**src/rtl/baud_rate_gen.sv**
```systemverilog
// -----------------------------------------------------------------------------
// baud_rate_gen
//   Runtime-programmable UART baud tick generator. Emits a one-cycle
//   oversample tick (b_tick) every div_q+1 clocks and a bit tick (bit_tick)
//   coincident with every OVERSAMPLE-th b_tick. A newly loaded divisor waits
//   for the current period to finish so the running period never glitches.
//
//   Optional feature macro: BAUD_FRAC_EN
//     Adds the frac_in port and a 4-bit fractional accumulator. A carry out of
//     the accumulator stretches the following period by one clock, giving an
//     average period of div_q+1+frac_in/16.
// -----------------------------------------------------------------------------
module baud_rate_gen #(
  parameter int CLK_FREQ     = 100_000_000,
  parameter int DEFAULT_BAUD = 9600,
  parameter int OVERSAMPLE   = 16,
  parameter int DIV_W        = 16,
  parameter int DEF_DIV      = CLK_FREQ / (DEFAULT_BAUD * OVERSAMPLE) - 1
) (
  input  logic             clk,
  input  logic             rst,
  input  logic             en,
  input  logic             div_load,
  input  logic [DIV_W-1:0] div_in,
`ifdef BAUD_FRAC_EN
  input  logic [3:0]       frac_in,
`endif
  output logic             b_tick,
  output logic             bit_tick,
  output logic             div_pend
);

  localparam int               OS_W      = $clog2(OVERSAMPLE);
  localparam logic [DIV_W-1:0] DEF_DIV_V = DIV_W'(DEF_DIV);
  localparam logic [OS_W-1:0]  OS_LAST   = OS_W'(OVERSAMPLE - 1);

  logic [DIV_W-1:0] cnt_q,      cnt_d;
  logic [OS_W-1:0]  os_cnt_q,   os_cnt_d;
  logic [DIV_W-1:0] div_q,      div_d;
  logic [DIV_W-1:0] div_nxt_q,  div_nxt_d;
  logic             div_pend_q, div_pend_d;
  logic             b_tick_q,   b_tick_d;
  logic             bit_tick_q, bit_tick_d;
  logic             at_limit;
  logic             wrap;

`ifdef BAUD_FRAC_EN
  logic [3:0]       frac_acc_q, frac_acc_d;
  logic             stretch_q,  stretch_d;

  // A pending stretch holds the counter at its limit for one extra clock, so
  // the compare stays exact equality and the counter can never overflow.
  assign at_limit = (cnt_q == div_q);
  assign wrap     = at_limit && !stretch_q;
`else
  assign at_limit = (cnt_q == div_q);
  assign wrap     = at_limit;
`endif

  // Next-state logic for counters, divisor staging and tick generation.
  always_comb begin
    // NOTE: every signal gets a default first so no path leaves it unassigned
    // (an unassigned path in always_comb would infer a latch).
    cnt_d      = cnt_q;
    os_cnt_d   = os_cnt_q;
    div_d      = div_q;
    div_nxt_d  = div_nxt_q;
    div_pend_d = div_pend_q;
    b_tick_d   = 1'b0;
    bit_tick_d = 1'b0;
`ifdef BAUD_FRAC_EN
    frac_acc_d = frac_acc_q;
    stretch_d  = stretch_q;
`endif

    if (!en) begin
      // Disabled: hold everything at the start of a period and bit group,
      // and take any staged divisor immediately since no period is running.
      cnt_d    = '0;
      os_cnt_d = '0;
`ifdef BAUD_FRAC_EN
      frac_acc_d = '0;
      stretch_d  = 1'b0;
`endif
      if (div_pend_q) begin
        div_d      = div_nxt_q;
        div_pend_d = 1'b0;
      end
      if (div_load) begin
        div_nxt_d  = div_in;
        div_pend_d = 1'b1;
      end
    end else if (wrap) begin
      // Period boundary: emit the oversample tick and advance the bit group.
      cnt_d    = '0;
      b_tick_d = 1'b1;
      if (os_cnt_q == OS_LAST) begin
        os_cnt_d   = '0;
        bit_tick_d = 1'b1;
      end else begin
        os_cnt_d = os_cnt_q + 1'b1;
      end

      // The boundary is the only place the running divisor may change; a
      // load arriving on this very edge bypasses the staging register.
      if (div_load) begin
        div_d = div_in;
      end else if (div_pend_q) begin
        div_d = div_nxt_q;
      end
      div_pend_d = 1'b0;

`ifdef BAUD_FRAC_EN
      {stretch_d, frac_acc_d} = {1'b0, frac_acc_q} + {1'b0, frac_in};
`endif
    end else begin
      // Mid-period: keep counting and stage any new divisor (last one wins).
`ifdef BAUD_FRAC_EN
      if (at_limit) begin
        stretch_d = 1'b0;
      end else begin
        cnt_d = cnt_q + 1'b1;
      end
`else
      cnt_d = cnt_q + 1'b1;
`endif
      if (div_load) begin
        div_nxt_d  = div_in;
        div_pend_d = 1'b1;
      end
    end
  end

  // State registers; reset returns to the default divisor and drops any
  // staged load.
  always_ff @(posedge clk or posedge rst) begin
    if (rst) begin
      cnt_q      <= '0;
      os_cnt_q   <= '0;
      div_q      <= DEF_DIV_V;
      div_nxt_q  <= DEF_DIV_V;
      div_pend_q <= 1'b0;
      b_tick_q   <= 1'b0;
      bit_tick_q <= 1'b0;
`ifdef BAUD_FRAC_EN
      frac_acc_q <= '0;
      stretch_q  <= 1'b0;
`endif
    end else begin
      // NOTE: non-blocking assignments so every flop samples the
      // pre-edge values computed above, independent of statement order.
      cnt_q      <= cnt_d;
      os_cnt_q   <= os_cnt_d;
      div_q      <= div_d;
      div_nxt_q  <= div_nxt_d;
      div_pend_q <= div_pend_d;
      b_tick_q   <= b_tick_d;
      bit_tick_q <= bit_tick_d;
`ifdef BAUD_FRAC_EN
      frac_acc_q <= frac_acc_d;
      stretch_q  <= stretch_d;
`endif
    end
  end

  assign b_tick   = b_tick_q;
  assign bit_tick = bit_tick_q;
  assign div_pend = div_pend_q;

  // Structural invariants: a bit tick always rides on a b_tick, and the
  // period counter never runs past the active divisor.
  a_bit_on_b_tick : assert property (@(posedge clk) disable iff (rst)
    bit_tick_q |-> b_tick_q);
  a_cnt_in_range : assert property (@(posedge clk) disable iff (rst)
    cnt_q <= div_q);

endmodule
```
**config.mk**
```make
export PLATFORM = sky130hd
export DESIGN_NAME = baud_rate_gen
export DESIGN_NICKNAME = d
export VERILOG_FILES = /design/src/rtl/baud_rate_gen.sv
export SDC_FILE = /design/constraint.sdc
export NUM_CORES = 1
export LEC_CHECK = 0
export CAP_MARGIN = 20
export CORE_MARGIN = 2
export CORE_UTILIZATION = 24
export DETAILED_ROUTE_END_ITERATION = 12
export PLACE_DENSITY = 0.43
export SLEW_MARGIN = 10
export SYNTH_ARGS = -nofsm -noshare
export SYNTH_HDL_FRONTEND = slang
export SYNTH_SLANG_ARGS = --single-unit
```
**constraint.sdc**
```tcl
create_clock -name clk -period 2 [get_ports clk]
set_clock_uncertainty 0.05 [all_clocks]
set_input_delay 0.2 -clock clk [delete_from_list [all_inputs] [get_ports clk]]
set_output_delay 0.2 -clock clk [all_outputs]
set_load 0.02 [all_outputs]
```
# Word-level counts from Yosys, hierarchy flattened
# Cells that the tools add are included.
# W data, S select, Z words.
[classes] eq_ne=5 muxes=21 addsub=2
[ops] cell="$mux W16" n=9
[ops] cell="$add A16 B1 Y16 const B" n=1
[ops] cell="$eq A16 B16 Y1" n=1
[ops] cell="$mux W4" n=3
[ops] cell="$mux W1" n=9
[ops] cell="$add A4 B1 Y4 const B" n=1
[ops] cell="$eq A4 B4 Y1 const B" n=1
[ops] cell="$ne A3 B1 Y1 const B" n=1
[ops] cell="$ne A2 B1 Y1 const B" n=1
[ops] cell="$ne A2 B2 Y1 const B" n=1
[totals] reg_bits=55 out_inout_bits=3 input_bits=20

# Logic depth before layout (Yosys ltp)
[depth] depth_word=4 mapped_depth=6

# Worst setup path after synthesis
# No wires, ideal clock.
[synth_timing] kind="register to register" start="reg div_q[3]" end="reg div_nxt_q[10]" setup_slack_ns=-0.130 arrival_time_ns=1.955 stages_incl_launch_ff=7 required_ns=1.825 path_cell_list="dfstp_2 xnor2_1 nand4_2 nor4_4 a21boi_4 buf_6 mux2_4"
[synth_between] elab_chain_cells=2
[synth_rtl] element="from (decl)" line="39" text="logic [DIV_W-1:0] div_q, div_d;"
[synth_rtl] element="from (signal assigned)" line="154" text="div_q <= div_d;"
[synth_rtl] element="$eq A16 B16 Y1" line="56" text="assign at_limit = (cnt_q == div_q);"
[synth_rtl] element="$ne A2 B2 Y1 (no source line)"
[synth_rtl] element="to (signal assigned)" line="155" text="div_nxt_q <= div_nxt_d;"
[synth_rtl] element="to (decl)" line="40" text="logic [DIV_W-1:0] div_nxt_q, div_nxt_d;"
# Every way passes these cells.
# A chain may end at the register's enable or synchronous reset.

# Worst setup path in the final report
[layout_timing] start="reg div_q[9]" end="reg div_nxt_q[5]"
# The elaborated chain is that of the path after synthesis.

==> flow_summary.toml <==
[timing]
rsz0062_at_grt = "true"
hold_viol_final = 0
min_period_over_period_pct = 101
setup_viol = 8
worstMarginPinSlew_ns = 0.437
final.setup.worst_slack_ns = -0.0182
tns_ns = -0.121
fmax_ghz = 0.495
drv_slew = 0
relSlewSlack_pct = 70.8
period_minus_slack_ns = 2.02

[setup_path]
r2r-start = "div_q[9]"
cp.required_ns = 2.13
crit_chain = "xnor2_1 -> nand4_1 -> buf_4 -> nor4_4 -> buf_6 -> a21boi_4 -> mux2_4"
crit_fanout = 8
slowest_stage = "dfstp_2"
path_buf_inv = 2
worstSetupStartpoint = "div_q[9]"
end_kind = "flop"
crit_path_start_kind = "flop"
arrival_ns = 2.15
crit_path_max_incr_delay_ns = 0.56
crit_family = "flip-flops"
crit_type = "reg -> reg"

[drt]
wl_mm = 5.95
vias = 1878
ant_nets = 0
dr.pass1.iters = 4
wl_per_cell_um = 13.8
drc = 0
viasPerCell = 4.35
drt_iter0_drc = 49

[grt]
grt_remaining_overflow = 0
antenna_found_initial = 0
grt_pass1_vias = 2041
grt_pass1_wl_mm = 10.3
grt_max_degree = 56
grt_usage_pct = 10.2

[clock_network]
cts_tree = "done"
clock_sinks = 55
clkSlewWorstSetupHoldPaths_ns = 0.07
root_buffer = "clkbuf_16"
h-tree-depth = 2
clk_path_buf_depth = 2
cts_made_buffers = 5
clk_latency_ns = 0.29

[flow_run]
drv_cap = 0

[yosys]
ys_seq_area_share_pct = 49.8
synth.avg_cell_area_um2 = 12.1
synthesis.area_mm2 = 0.00279
ys.flop_type = "dfrtp_1"
synthCells = 231
synth_seq_cells = 55
synthArstFlopShare_pct = 100
synth_nets = 253
yosys_warnings = 0
synthDistinctLibCells = 36
synth-edff-count = 0

[worst_hold_path]
hold_path.class = "in -> async"

[die]
dieArea_mm2 = 0.0125
chipWidth_um = 112
rows = 39
num_io_pins = 23
die_h_um = 112
coreArea_mm2 = 0.0114
initial_core_util_pct = 24.5

[place]
place_congestion = 0.688
dp.final_hpwl_mm = 3.96
numPortBuffers = 22
dp_slack_ns = -0.0777

[outcome]
violations = "negative setup slack"
outcome = "finished, violations left"

[power]
power.switching_fraction_pct = 23.8
seqPwrFrac_pct = 45.8
internal-power_mw = 2.16
power_leakage_nw = 1.60
power_density_mw_per_mm2 = 749
pwr-share-comb_pct = 17.6
ir_worst_vdd_mv = 0.441
p_switching_mw = 0.674
clkPwrFrac_pct = 36.6

[final_layout]
syn2layout_area_growth_pct = 35.7
nets = 310
layout-drive-gt1-share_pct = 35.6
diodes = 0
==> cells by family (layout without fill, tap and decap cells) <==
logic type | count (synthesis) | count (layout) | synth area share (%)
compound gates | 39 | 40 | 13.4
xor+xnor | 30 | 30 | 9.43
fa+ha+maj | 2 | 2 | 0.898
buf+inv | 15 | 72 | 2.65
flops | 55 | 55 | 49.8
mux | 19 | 19 | 8.89
simple gates | 71 | 71 | 15.0
==> registers in the layout (all words and copies together) (netlist names) <==
name / count
div_pend: 1
bit_tick: 1
b_tick: 1
os_cnt_q: 4
div_q: 16
cnt_q: 16
div_nxt_q: 16
==> synth_stat cells (all sizes together) (3+ instances only) <==
library cell | n | area share, %
and4 | 3 | 0.94
dfrtp | 47 | 42
a2bb2oi | 15 | 7.0
inv | 4 | 0.54
o21ai | 16 | 2.9
nor2 | 20 | 2.7
dfstp | 8 | 7.5
nand4 | 6 | 1.8
buf | 5 | 1.3
nand3 | 4 | 0.72
nand3b | 16 | 4.3
mux2i | 3 | 1.1
xor2 | 8 | 2.5
mux2 | 16 | 7.8
xnor2 | 22 | 6.9
clkbuf | 6 | 0.81
nand2 | 10 | 1.3
==> metal layers <==
layer  share of wire [%]  track usage [%]  vias up
met3                 2.6             2.07        2
met4                0.71             2.47        0
met1                  50             13.9      911
met5                   0                0        -
li1                    -                -      934
met2                  46             16.8       31
==> timing repair <==
item,4_1_cts,5_1_grt
gates resized for setup,16,11
gates cloned,2,0
setup buffers,7,6
hold buffers,0,0
endpoints found under the setup margin,30,54
pin swaps,7,10
==> area by class of cell <==
class	count	area, µm²
Clock inverter	2	38.8
Tap cell	143	179
Inverter	4	15.0
Timing Repair Buffer	60	564
Clock buffer	6	139
Sequential cell	55	1390
Multi-Input combinational cell	162	1460
Fill cell	1147	7590
==> worst paths after layout <==
check | endpoint | slack, ns | depth (start not counted)
hold / removal | bit_tick | 0.22 | 3
setup / recovery | div_nxt_q[5] | -0.02 | 7
hold reg to reg | div_nxt_q[4] | 0.45 | 1
max in group asynchronous | div_q[1] | 1.35 | 3
setup reg to reg | div_nxt_q[5] | -0.02 | 7
min in group clk | div_nxt_q[4] | 0.45 | 1
==> power by group through the flow <==
| stage | sequential [mW] | clock (mW) | combinational (mW) |
|---|---|---|---|
| final | 1.30 | 1.04 | 0.498 |
| after global routing | 1.31 | 1.11 | 0.544 |
| after CTS | 1.30 | 1.08 | 0.488 |
| after detailed placement | 1.31 | 0 | 0.422 |
| after global placement | 1.31 | 0 | 0.419 |
| after floorplan | 1.29 | 0 | 0.301 |
==> through the flow <==
stage | hold slack [ns] | cell area [µm²] | instances | total power [mW] | utilization, %
2_1_floorplan | 0.277 | 2790 | 231 | 1.59 | -
3_3_place_gp | 0.431 | 3350 | 411 | 1.73 | 29.5
3_5_place_dp | 0.435 | 3350 | 411 | 1.73 | 29.5
4_1_cts | 0.249 | 3720 | 428 | 2.86 | 32.8
5_1_grt | 0.278 | 3780 | 432 | 2.97 | 33.2
6_report | 0.222 | 3780 | 432 | 2.83 | 33.2
==> tightest hold or removal path, delay by kind of cell <==
| kind | cells | cell delay, ns |
|---|---|---|
| buffers and inverters | 3 | 0.75 |
==> placed cells by master (no fill, tap or decap), types with 4 or more instances in the layout <==
cell             netlist  routed
o21ai_0               16      16
a2bb2oi_2             10      15
nand3_1                4       4
dfrtp_1               47      47
nand2_1               10      10
clkdlybuf4s50_1        0      22
buf_6                  2       7
dfstp_2                8       8
xor2_1                 8       8
mux2_4                10      10
mux2_2                 6       6
xnor2_2                0       7
xnor2_1               22      15
nand3b_1              16      16
nor2_1                20      19
clkbuf_16              0       5
buf_4                  0      29
nand4_1                4       4
No activity file was read; power rests on OpenSTA's default activity.
